===== config.mk =====
export PLATFORM = sky130hd
export DESIGN_NAME = instruction_fetch
export DESIGN_NICKNAME = d
export VERILOG_FILES = /design/src/rtl/smips_pkg.sv /design/src/rtl/fetch_skid_buffer.sv /design/src/rtl/instruction_fetch.sv
export SDC_FILE = /design/constraint.sdc
export NUM_CORES = 1
export LEC_CHECK = 0
export CAP_MARGIN = 40
export CORE_MARGIN = 2
export CORE_UTILIZATION = 40
export CTS_CLUSTER_SIZE = 20
export DETAILED_ROUTE_END_ITERATION = 7
export PLACE_DENSITY_LB_ADDON = 0.2
export SYNTH_ARGS = -nofsm -noshare
export SYNTH_HDL_FRONTEND = slang
export SYNTH_SLANG_ARGS = --single-unit

===== constraint.sdc =====
create_clock -name clk -period 1.8 [get_ports clk]
set_input_delay 0.54 -clock clk [delete_from_list [all_inputs] [get_ports clk]]
set_output_delay 0.54 -clock clk [all_outputs]
set_load 0.01 [all_outputs]

===== src/rtl/smips_pkg.sv =====
// Shared fetch-side types and constants for the smips core.
// Holds the fetch FSM state enum, word size and default reset PC.
package smips_pkg;

  typedef enum logic [1:0] {
    FILL   = 2'd0,
    RUN    = 2'd1,
    HALTED = 2'd2
  } fetch_state_t;

  localparam int          WORD_BYTES       = 4;
  localparam logic [31:0] DEFAULT_RESET_PC = 32'h0000_0000;

  // Byte address -> word address, upper bits zero-filled.
  function automatic logic [31:0] word_addr(input logic [31:0] byte_addr);
    return {2'b00, byte_addr[31:2]};
  endfunction

endpackage


===== src/rtl/fetch_skid_buffer.sv =====
// One-entry skid buffer between instruction memory data and decode.
// Ports: clk, reset (sync, active-low), data/valid in, stall, flush; instr_out, held.
module fetch_skid_buffer (
  input  logic        clk,
  input  logic        reset,
  input  logic [31:0] data,
  input  logic        valid,
  input  logic        stall,
  input  logic        flush,
  output logic [31:0] instr_out,
  output logic        held
);

  logic [31:0] hold_reg;
  logic        hold_valid;

  // The memory keeps returning the next word while stalled, so the
  // presented word must be captured on the first stalled edge.
  always_ff @(posedge clk) begin
    if (!reset) begin
      hold_reg   <= '0;
      hold_valid <= 1'b0;
    end else if (flush) begin
      hold_valid <= 1'b0;
    end else if (valid && stall && !hold_valid) begin
      hold_reg   <= data;
      hold_valid <= 1'b1;
    end else if (valid && !stall) begin
      hold_valid <= 1'b0;
    end
  end

  assign instr_out = hold_valid ? hold_reg : data;
  assign held      = hold_valid;

endmodule


===== src/rtl/instruction_fetch.sv =====
// Fetch stage: owns the PC, drives the 1-cycle-latency instruction memory,
// presents instr_out/pc_out/instr_valid to decode with stall, redirect, halt.
// Ports: clk, reset (sync, active-low), i_addr, instruction, stall, redirect,
// redirect_pc, halt, instr_out, pc_out, instr_valid.
// Optional macro FETCH_PERF_EN adds fetch_count and stall_count outputs.
module instruction_fetch
  import smips_pkg::*;
#(
  parameter int                ADDR_W   = 32,
  parameter logic [ADDR_W-1:0] RESET_PC = ADDR_W'(DEFAULT_RESET_PC)
) (
  input  logic              clk,
  input  logic              reset,
  output logic [ADDR_W-1:0] i_addr,
  input  logic [31:0]       instruction,
  input  logic              stall,
  input  logic              redirect,
  input  logic [ADDR_W-1:0] redirect_pc,
  input  logic              halt,
  output logic [31:0]       instr_out,
  output logic [ADDR_W-1:0] pc_out,
  output logic              instr_valid
`ifdef FETCH_PERF_EN
  ,
  output logic [31:0]       fetch_count,
  output logic [31:0]       stall_count
`endif
);

  fetch_state_t      state, state_nxt;
  logic [ADDR_W-1:0] pc, pc_nxt;
  logic [ADDR_W-1:0] req_pc, req_nxt;
  logic [ADDR_W-1:0] pc_inc;
  logic [ADDR_W-1:0] target;
  logic              flush;
  logic              held;

  assign pc_inc = pc + ADDR_W'(WORD_BYTES);
  assign target = redirect_pc & ~ADDR_W'(3);

  always_ff @(posedge clk) begin
    if (!reset) begin
      state  <= FILL;
      pc     <= RESET_PC;
      req_pc <= RESET_PC;
    end else begin
      state  <= state_nxt;
      pc     <= pc_nxt;
      req_pc <= req_nxt;
    end
  end

  always_comb begin
    state_nxt = state;
    pc_nxt    = pc;
    req_nxt   = req_pc;
    unique case (state)
      FILL: begin
        if (halt) begin
          state_nxt = HALTED;
        end else if (redirect) begin
          pc_nxt = target;
        end else begin
          state_nxt = RUN;
          req_nxt   = pc;
          pc_nxt    = pc_inc;
        end
      end
      RUN: begin
        if (halt) begin
          state_nxt = HALTED;
        end else if (redirect) begin
          state_nxt = FILL;
          pc_nxt    = target;
        end else if (!stall) begin
          req_nxt = pc;
          pc_nxt  = pc_inc;
        end
      end
      HALTED: begin
        state_nxt = HALTED;
      end
      default: begin
        state_nxt = FILL;
      end
    endcase
  end

  // Redirect squashes the in-flight word; halt drops whatever is held.
  assign flush = (state != HALTED) && (halt || redirect);

  assign instr_valid = (state == RUN);
  assign pc_out      = req_pc;
  assign i_addr      = {2'b00, pc[ADDR_W-1:2]};

  fetch_skid_buffer u_skid (
    .clk       (clk),
    .reset     (reset),
    .data      (instruction),
    .valid     (instr_valid),
    .stall     (stall),
    .flush     (flush),
    .instr_out (instr_out),
    .held      (held)
  );

`ifdef FETCH_PERF_EN
  // instr_valid is low in HALTED, so both counters freeze there.
  always_ff @(posedge clk) begin
    if (!reset) begin
      fetch_count <= '0;
      stall_count <= '0;
    end else if (instr_valid) begin
      if (stall) begin
        stall_count <= stall_count + 32'd1;
      end else begin
        fetch_count <= fetch_count + 32'd1;
      end
    end
  end
`else
  // No performance counters in this build.
`endif

endmodule


==> reports/results.txt <==
pwr/cell area: 662.1 mW/mm^2
distinct cell type count of the synthesized netlist: 54
worst slack, placed: -513.4 ps
status: complete, but fails checks
IO Port Bufs: 159
Hold Crit Class: reg2reg
Synth Register Bits: 95
syn avg cell area: 7.733 um^2
Final #Nets: 866
DRC: 0
WP buf/inv: 3
WP data required: 1260 ps
unrepaired setup endpoints after global routing: true
Starting Density: 40.84%
clk_lat worst skew: 340 ps
Die Width: 112.0 um
worst setup path class: reg2out
FFs w/ async S/R, synth: 0%
Num CTS Buffers: 9
Total Power: 4.861 mW
grt ovf: 0
global placement routability congestion: 0.8882
number of setup violations in the final report: 32
die area: 0.01254 mm^2
fin area: 0.007342 mm^2
dominant cells by area after synthesis: dfxtp_1, nand2_1, a21oi_1, mux2_2, nor2_1
P&R area growth vs syn: 57.45%
fraction of layout cells with a size suffix above 1: 22.90%
DRT Wirelength: 15200 um
critical path arrival: 1450 ps
initial DRC count: 280
Routed Antenna Nets: 0
Top delay family on crit path: flip-flops
Synth top area share: 40.78%
commonest non-fill, non-tap cell in the layout: nand2_1
leakage: 2.971 nW
chip height: 112.0 um
minimum period implied by the final worst setup slack: 1994 ps
Final Hold Viols: 0
gr usage total: 24.07%
sequential share of the synthesized area: 40.78%
clk_skew: 5.734 ps
Crit Path Max Fanout: 8
Slew Limit Fails: 0
WL per Instance: 16.14 um
CTS tree: yes
H-tree depth: 3
max incr delay on CP: 450 ps
synthesis warning total: 0
HPWL after DPL: 10570 um
top_reg_cell synth: dfxtp_1
Top Ports: 166
root buffer cell: clkbuf_16
Synth Cell Area: 0.004663 mm^2
vias per cell: 5.378
initial antenna violation count: 0
Cell Rows: 39
# hold bufs at CTS: 0
buffer depth of the longest clock path: 2
ANT cells: 0
number of synthesized flops with an enable pin: 0
Peak VDD IR: 0.5020 mV
commonest cells after routing, fill and taps aside: nand2_1, clkdlybuf4s50_1, dfxtp_1, a21oi_1, buf_4
Std-Cell Core Area: 0.01142 mm^2
upper clock frequency limit: 0.5014 GHz
max reg flops: 32
Slowest cell on crit path: dfxtp_4
CP dominant cell by count: buf_6
Worst setup SP type: flip-flop
clock slew at reported path FFs: 60 ps
Core Util, Final: 64.30%
Post-DP Area: 0.006760 mm^2
hold_ws: 455.0 ps
failing checks: negative setup slack
endpoint type of the worst setup path: output port
CTS Sinks: 95
vias in the first global route: 4956
Pre-Repair DR Iteration Count: 5
post-route setup slack: -194.3 ps
Max Cap Viol: 0
DR vias: 5066
Synth area leader: dfxtp_1
wire length of the first global-routing pass: 24810 um
largest net degree at the start of global routing: 39
Period Utilization, post-route: 110.8%
crit-path cells: buf_16, buf_6, mux2_4, buf_6
Post-Syn Instances: 603
## through the flow
step                      setup TNS (ps)  std cells
after detailed placement          -50970        921
final                              -4307        942
after CTS                          -4699        940
after global routing               -5713        942
after floorplan                        0        606
after global placement            -47630        921
## synth_stat cells, drive strengths merged (3+ instances only)
| library cell | instances |
|---|---|
| o21ai | 16 |
| inv | 5 |
| nand3b | 3 |
| o21a | 4 |
| mux2i | 6 |
| o22ai | 3 |
| nor2 | 33 |
| nand2 | 163 |
| or3 | 6 |
| a22o | 5 |
| clkbuf | 29 |
| o31ai | 4 |
| nor3 | 12 |
| and3 | 10 |
| or4 | 3 |
| mux2 | 32 |
| nor4 | 5 |
| a22oi | 5 |
| a211oi | 4 |
| buf | 21 |
| nand3 | 19 |
| nand4 | 8 |
| a31oi | 14 |
| a21oi | 76 |
| dfxtp | 95 |
## final timing paths
| check | startpoint | cells after the start | slack [ps] | endpoint |
|---|---|---|---|---|
| setup / recovery | u_skid.held$_SDFFE_PP0P_ | 4 | -190 | instr_out[3] |
| hold reg to reg | pc_out[11]$_SDFFE_PN0P_ | 2 | 450 | pc_out[11]$_SDFFE_PN0P_ |
| hold / removal | pc_out[11]$_SDFFE_PN0P_ | 2 | 450 | pc_out[11]$_SDFFE_PN0P_ |
| setup reg to reg | pc[6]$_SDFFE_PN0P_ | 5 | 80 | pc[15]$_SDFFE_PN0P_ |
## routing by layer
layer / GRT usage, % / wire length [um] / up-vias
li1: - / - / 2485
met1: 30.97 / 6678 / 2410
met2: 41.13 / 7455 / 162
met3: 5.171 / 947 / 9
met4: 6.341 / 118 / 0
met5: 0 / 0 / -
## report_power, final
part           leakage (nW)  internal, mW  switching (mW)
Combinational          2.06         0.475           0.400
Clock                 0.132         0.996           0.766
Sequential            0.777          2.16          0.0615
## area by class of cell
type,count,area [um^2]
tap,143,178.9
timing repair buffer,229,2257
inverter,5,18.77
fill,980,4076
clock buffer,13,260.3
sequential,95,1929
multi-input combinational,456,2693
clock inverter,1,5.005
## logic make-up after synthesis
group	share of synthesized area, %
fa+ha+maj	0.4829
mux	9.015
buf+inv	5.098
simple gates	26.16
other cells	0.08042
xor+xnor	0.1879
compound gates	18.19
flops	40.78
## worst register-to-register path, cell delays in order (launching register included)
cell and delay (ps):
dfxtp_1 350, and3_1 200, nand3_1 120, or4_4 560, o21a_1 130, o221a_2 260
## repair_timing
item,CTS,global route
setup endpoints to repair,141,69
cloned,3,0
buffers inserted,2,2
hold endpoints to repair,0,0
resized for setup,236,21
pin swaps,0,7
Power figures use the tool's default switching activity.
